**src/rtl/fetch_unit.sv**
```systemverilog
// Instruction fetch: owns the PC, tracks imem request/grant/response traffic,
// and buffers up to two fetched words in order for decode.
module fetch_unit #(
  parameter logic [31:0] RESET_PC = 32'h0000_0000
) (
  input  logic        clk,
  input  logic        rst,
  input  logic        redirect_valid,
  input  logic [31:0] redirect_pc,
  output logic        imem_req,
  output logic [31:0] imem_addr,
  input  logic        imem_gnt,
  input  logic        imem_rvalid,
  input  logic [31:0] imem_rdata,
  output logic        instr_valid,
  output logic [31:0] instr,
  output logic [31:0] instr_pc,
  input  logic        instr_ready
);

  logic [31:0] pc;
  logic [1:0]  slot_alloc;
  logic [1:0]  slot_filled;
  logic [31:0] slot_pc   [2];
  logic [31:0] slot_data [2];
  logic        head;
  logic        tail;
  logic [1:0]  discard_cnt;

  logic        grant;
  logic        pop;
  logic        fill;
  logic        fill_hit;
  logic        fill_idx;
  logic        resp_drop;
  logic [1:0]  unfilled;
  logic [1:0]  unfilled_cnt;
  logic [1:0]  pending_cnt;
  logic [1:0]  redirect_discard;
  logic        unused_pc_lsbs;

  assign unused_pc_lsbs = ^redirect_pc[1:0];

  always_comb begin
    imem_req    = rst && !(&slot_alloc) && (discard_cnt == 2'd0) && !redirect_valid;
    imem_addr   = pc;
    grant       = imem_req && imem_gnt;
    instr_valid = slot_alloc[head] && slot_filled[head];
    instr       = slot_data[head];
    instr_pc    = slot_pc[head];
    pop         = instr_valid && instr_ready;
    unfilled    = slot_alloc & ~slot_filled;

    // Slots are allocated in order starting at head, so the oldest unfilled
    // slot is head if it is waiting, otherwise the one behind it.
    fill_hit = 1'b0;
    fill_idx = head;
    if (unfilled[head]) begin
      fill_hit = 1'b1;
      fill_idx = head;
    end else if (unfilled[~head]) begin
      fill_hit = 1'b1;
      fill_idx = ~head;
    end

    resp_drop = imem_rvalid && (discard_cnt != 2'd0);
    fill      = imem_rvalid && (discard_cnt == 2'd0) && fill_hit;

    // Every response still owed to memory after this cycle must be dropped.
    unfilled_cnt     = {1'b0, unfilled[0]} + {1'b0, unfilled[1]};
    pending_cnt      = unfilled_cnt - {1'b0, fill};
    redirect_discard = pending_cnt + (resp_drop ? discard_cnt - 2'd1 : discard_cnt);
  end

  always_ff @(posedge clk or negedge rst) begin
    if (!rst) begin
      pc          <= RESET_PC;
      slot_alloc  <= 2'b00;
      slot_filled <= 2'b00;
      for (int i = 0; i < 2; i++) begin
        slot_pc[i]   <= 32'h0;
        slot_data[i] <= 32'h0;
      end
      head        <= 1'b0;
      tail        <= 1'b0;
      discard_cnt <= 2'd0;
    end else if (redirect_valid) begin
      pc          <= {redirect_pc[31:2], 2'b00};
      slot_alloc  <= 2'b00;
      slot_filled <= 2'b00;
      head        <= 1'b0;
      tail        <= 1'b0;
      discard_cnt <= redirect_discard;
    end else begin
      if (grant) begin
        slot_alloc[tail]  <= 1'b1;
        slot_filled[tail] <= 1'b0;
        slot_pc[tail]     <= pc;
        tail              <= ~tail;
        pc                <= pc + 32'd4;
      end
      if (fill) begin
        slot_filled[fill_idx] <= 1'b1;
        slot_data[fill_idx]   <= imem_rdata;
      end
      if (resp_drop) begin
        discard_cnt <= discard_cnt - 2'd1;
      end
      if (pop) begin
        slot_alloc[head]  <= 1'b0;
        slot_filled[head] <= 1'b0;
        head              <= ~head;
      end
    end
  end

endmodule

```
**config.mk**
```make
export PLATFORM = sky130hd
export DESIGN_NAME = fetch_unit
export DESIGN_NICKNAME = d
export VERILOG_FILES = /design/src/rtl/fetch_unit.sv
export SDC_FILE = /design/constraint.sdc
export NUM_CORES = 1
export LEC_CHECK = 0
export ABC_AREA = 1
export BUFFER_PORTS_ARGS = -buffer_cell sky130_fd_sc_hd__buf_2
export CORE_MARGIN = 5
export CORE_UTILIZATION = 40
export DETAILED_ROUTE_END_ITERATION = 12
export HOLD_SLACK_MARGIN = 0.03
export PLACE_DENSITY = 0.73
export RECOVER_POWER = 50
export SYNTH_ARGS = -nofsm -noshare
export SYNTH_HDL_FRONTEND = slang
export SYNTH_SLANG_ARGS = --single-unit
```
**constraint.sdc**
```tcl
create_clock -name clk -period 2 [get_ports clk]
set_input_delay 0.1 -clock clk [delete_from_list [all_inputs] [get_ports clk]]
set_output_delay 0.1 -clock clk [all_outputs]
set_load 0.03 [all_outputs]
```
## Yosys cells after proc, flatten, opt, wreduce, memory -nomap -nowiden

Index checks and enable logic that the tools add are counted.

| operators by class | value |
|---|---|
| add/subtract/negate cells | 5 |
| magnitude comparators | 12 |
| mux-type cells | 48 |
| bitwise logic cells | 15 |
| reductions and logical operators | 23 |

Operator list:

| operator | number |
|---|---|
| 32-bit 2-to-1 mux | 10 |
| 64-bit bitwise mux | 2 |
| 32-bit demux with 1-bit select | 2 |
| 32-bit by 3-bit adder with 32-bit output (second input constant) | 1 |
| 2-bit 2-to-1 mux | 12 |
| 1-bit 2-to-1 mux | 19 |
| 1-bit logical AND | 14 |
| 2-bit AND | 4 |
| 1-bit by 2-bit < comparator with 1-bit output (second input constant) | 4 |
| 2-bit >= comparator (second input constant) | 3 |
| 1-bit NOT with 2-bit output | 3 |
| 2-bit NOT | 3 |
| 2-bit AND reduction | 3 |
| 2-bit nonzero test | 3 |
| 2-bit by 1-bit < comparator with 1-bit output (second input constant) | 2 |
| 2-bit bitwise OR | 2 |
| 1-bit demux with 1-bit select | 3 |
| 1-bit >= comparator (second input constant) | 3 |
| 1-bit NOT | 3 |
| 1-bit by 1-bit adder with 2-bit output | 1 |
| 2-bit adder | 1 |
| 1-bit logical NOT | 2 |
| 2-bit logical NOT | 1 |
| 2-bit by 1-bit subtractor with 2-bit output | 1 |
| 2-bit by 1-bit subtractor with 2-bit output (second input constant) | 1 |

| word-level totals | value |
|---|---|
| flip-flop bits (word level) | 168 |
| input port bits | 70 |
| output and inout bits | 98 |
| logic and storage cells | 113 |

## Longest topological paths before layout

| logic depth | value |
|---|---|
| word-level depth | 16 |
| depth in mapped cells | 14 |

## Least setup slack after synthesis

OpenSTA, ideal clock, no wires.

| path | value |
|---|---|
| path kind | reg-to-reg |
| start | register discard_cnt[0] |
| end | register discard_cnt[1] |
| library setup time | 0.117 ns |
| arrival time | 1.615 ns |
| required time | 1.883 ns |
| slack | 0.268 ns |
| cell stages (with the launch flop) | 14 |
| buffers on the path | 0 |
| period minus slack after synthesis | 1.732 ns |
| path through | dfrtp_1 > inv_1 > ha_1 > nand2_1 > inv_1 > nand3_1 > o21ai_0 > ha_1 > nand2_1 > nand2_1 > nand2_1 > nand3_1 > nor2_1 > nor2_1 |

| on the way | value |
|---|---|
| word-level cells in the longest chain between the ends | 6 |

RTL lines:

| item | line | text |
|---|---|---|
| start, declared | 28 | `logic [1:0] discard_cnt;` |
| start signal, assigned | 93 | `discard_cnt <= redirect_discard;` |
| start signal, assigned | 107 | `discard_cnt <= discard_cnt - 2'd1;` |
| 2-bit logical NOT | 67 | `fill = imem_rvalid && (discard_cnt == 2'd0) && fill_hit;` |
| 1-bit logical AND (2 in series) | 67 |  |
| 2-bit by 1-bit subtractor with 2-bit output | 71 | `pending_cnt = unfilled_cnt - {1'b0, fill};` |
| 2-bit adder | 72 | `redirect_discard = pending_cnt + (resp_drop ? discard_cnt - 2'd1 : discard_cnt);` |
| 2-bit 2-to-1 mux * | 87 | `end else if (redirect_valid) begin` |

Mark *: on every way between the ends. The rest lies on a longest branch, timed or not.
A chain may end at the register's enable or synchronous reset.

## Final worst setup path

| path | value |
|---|---|
| start | register discard_cnt[0] |
| end | register slot_pc[46] (netlist bit) |

| on the way | value |
|---|---|
| word-level cells in the longest chain between the ends | 5 |

RTL lines:

| item | line | text |
|---|---|---|
| 2-bit logical NOT | 45 | `imem_req = rst && !(&slot_alloc) && (discard_cnt == 2'd0) && !redirect_valid;` |
| 1-bit logical AND (2 in series) | 45 |  |
| 1-bit logical AND | 47 | `grant = imem_req && imem_gnt;` |
| 2-bit AND reduction (no line) | - |  |
| end signal, assigned by index | 98 | `slot_pc[tail] <= pc;` |
| end, declared | 24 | `logic [31:0] slot_pc [2];` |

No other way between the ends.

==> flow_summary.json <==
{
  "clk_path_buf_depth": 2,
  "hpwl_um": 15100,
  "worstMarginPinSlew_ns": 0.844,
  "synth_top_area_share_pct": 49.4,
  "grt_pass1_vias": 7505,
  "leakagePower_nw": 5.51,
  "cp-end-kind": "flop",
  "fmax_mhz": 530,
  "clk_pin_slew_ns": 0.07,
  "drcViolationCount": 0,
  "grt_use_total_pct": 19.3,
  "final-hold-violation-count": 0,
  "antenna_found_initial": 0,
  "post_dp_cell_area_sq_mm": 0.00923,
  "drtPass1Iterations": 5,
  "crit_required_ns": 2.34,
  "clock_skew_ns": 0.0118,
  "drt_iter0_drc": 488,
  "drtAntennaViolNets": 0,
  "finalCriticalPeriod_ns": 1.89,
  "irDropWorstVdd_mv": 0.613,
  "fp.dieW_um": 153,
  "synth_cells": 1113,
  "wirelength_um": 22300,
  "cts_buffers": 17,
  "layout-drive-gt1-share_pct": 16.4,
  "holdWs_ns": 0.110,
  "start_util_pct": 40.6,
  "yosys-top-cells-area": "dfrtp_1 49%, nand2_1 23%, o21ai_0 7.0%",
  "die_area_sq_mm": 0.0235,
  "cp_max_fo": 20,
  "ys_warn_count": 0,
  "synth_cell_types": 33,
  "relSlewSlack_pct": 43.7,
  "hp-class": "input pin to flop",
  "design_area_sq_mm": 0.0105,
  "grt_max_degree": 163,
  "tns_ns": 0,
  "cap_violations": 0,
  "fin_util_pct": 51.6,
  "io_pins": 168,
  "gp_congestion": 0.946,
  "nets": 1402,
  "outcome": "finished, final reports clean",
  "htree_levels": 4,
  "core_area_sq_mm": 0.0202,
  "syn-mean-instance-area_sq_um": 7.37,
  "synth_top_area_cell": "dfrtp_1",
  "clock-sinks": 162,
  "setup_viol": 0,
  "post-route-period-util_pct": 94.3,
  "area_delta_synth_final_pct": 27.4,
  "fill_cells": 1902,
  "wire_per_inst_um": 13.9,
  "vias": 7639,
  "via_per_inst": 4.74,
  "cp-start-kind": "flop",
  "rsz0062_at_grt": "yes",
  "grt_pass1_wl_um": 37200,
  "cts_root_buf": "clkbuf_16",
  "die_h_um": 153,
  "synthesis.area_sq_mm": 0.00821,
  "row_count": 52,
  "io_buffers": 161,
  "cts_tree": "built",
  "synth.ff_latch_count": 162,
  "powerDensity_mw_per_mm2": 1110,
  "worstSetupPathType": "flop to flop",
  "cp.arrival_ns": 2.22,
  "overflow": 0,
  "slew_viol_final": 0,
  "yosysSeqAreaShare_pct": 49.4,
  "power_mw": 11.6,
  "clk-insertion-delay-late_ns": 0.43
}
==> cells in the mapped netlist <==
cell type and count:
a21oi_1 5, buf_1 1, buf_2 14, buf_4 7
buf_6 5, buf_8 1, clkbuf_1 24, clkbuf_2 2
conb_1 1, dfrtp_1 162, ha_1 3, inv_1 107
inv_2 2, inv_4 1, nand2_1 509, nand2_2 1
nand2_4 2, nand3_1 47, nand3_2 3, nand4_1 1
nor2_1 53, nor2_2 3, nor2_4 1, nor3_1 1
nor3_2 1, o211ai_1 6, o21a_1 1, o21ai_0 114
o21ai_1 2, o21ai_2 20, or2_2 2, xnor2_1 3
xor2_1 8
==> routing by layer <==
layer  up-vias  wire, um  GRT usage [%]
met3        36      1220           4.13
li1       3856         -              -
met5         -         0              0
met1      3530     10100           26.0
met2       217     10500           31.2
met4         0       487           6.32
==> final cells by class <==
type	instances	area, sq um	area share, %
inverters	110	418	4.00
clock inverters	15	159	1.52
repair buffers	248	1600	15.3
multi-input cells	790	3450	33.0
clock buffers	17	425	4.07
diodes	1	2.50	0.0239
well taps	270	338	3.23
flip-flops and latches	162	4060	38.8
==> stage by stage <==
| stage | cells | setup WS [ns] |
|---|---|---|
| 2_1_floorplan | 1116 | 0.268 |
| 3_3_place_gp | 1513 | 0.140 |
| 3_5_place_dp | 1513 | 0.0940 |
| 4_1_cts | 1610 | 0.0127 |
| 5_1_grt | 1612 | -0.0627 |
| 6_report | 1613 | 0.115 |
==> state kept, by name (all words and copies together), names as in the netlist <==
| name | cells |
|---|---|
| tail | 1 |
| imem_addr | 30 |
| slot_filled | 2 |
| slot_pc | 60 |
| slot_data | 64 |
| slot_alloc | 2 |
| discard_cnt | 2 |
| head | 1 |
==> logic make-up after synthesis <==
family | share of synthesized area [%]
flip-flops | 49.4
adder cells (fa/ha/maj) | 0.458
other | 0.0457
buffers and inverters | 8.69
AND/OR/NAND/NOR | 30.1
XOR/XNOR | 1.17
AO/OA/AOI/OAI | 10.2
==> worst paths after layout <==
path,depth (start not counted),from,endpoint,slack [ns]
worst min-delay path,3,imem_gnt,imem_addr[6],0.11
worst max-delay path,11,discard_cnt[0],slot_pc[46],0.11
min in group asynchronous,3,rst,slot_pc[22],0.58
worst max register to register,11,discard_cnt[0],slot_pc[46],0.11
max in group asynchronous,3,rst,head,0.78
worst min register to register,2,slot_pc[14],slot_pc[14],0.48
==> power by group <==
group	switching [mW]	total [mW]	leakage [nW]	internal [mW]
Sequential	0.496	4.54	2.14	4.05
Combinational	2.65	3.84	3.09	1.19
Clock	1.51	3.19	0.282	1.67
==> worst max-delay path: stages (launching register included) <==
cell and delay (ns):
dfrtp_1 0.37, inv_1 0.09, ha_2 0.20, nand3_2 0.09
nor2_4 0.15, nand2_4 0.13, inv_6 0.16, nand2_1 0.16
inv_1 0.08, buf_4 0.21, nand2_1 0.06, o21ai_0 0.09
==> placed cells by master (no fill, tap or decap), drive strengths merged <==
cell type / Yosys / routed
nand4: 1 / 1
conb: 1 / 4
clkbuf: 26 / 53
a21oi: 5 / 5
nor2: 57 / 57
inv: 110 / 119
nor3: 2 / 2
nand3: 50 / 50
buf: 28 / 147
nand2: 512 / 512
dlygate4sd3: 0 / 65
diode: 0 / 1
xor2: 8 / 8
o21a: 1 / 1
dfrtp: 162 / 162
or2: 2 / 2
xnor2: 3 / 3
ha: 3 / 3
o21ai: 136 / 136
clkinvlp: 0 / 2
o211ai: 6 / 6
clkinv: 0 / 4
==> repair_timing <==
| action | in CTS | in global routing |
|---|---|---|
| hold buffers | 65 | 0 |
| resized for setup | 2 | 5 |
| hold endpoints to repair | 262 | 0 |
| setup buffers | 0 | 2 |
| cloned | 0 | 0 |
| setup endpoints to repair | 42 | 58 |
Note: power is estimated with default switching activity, not from simulation.
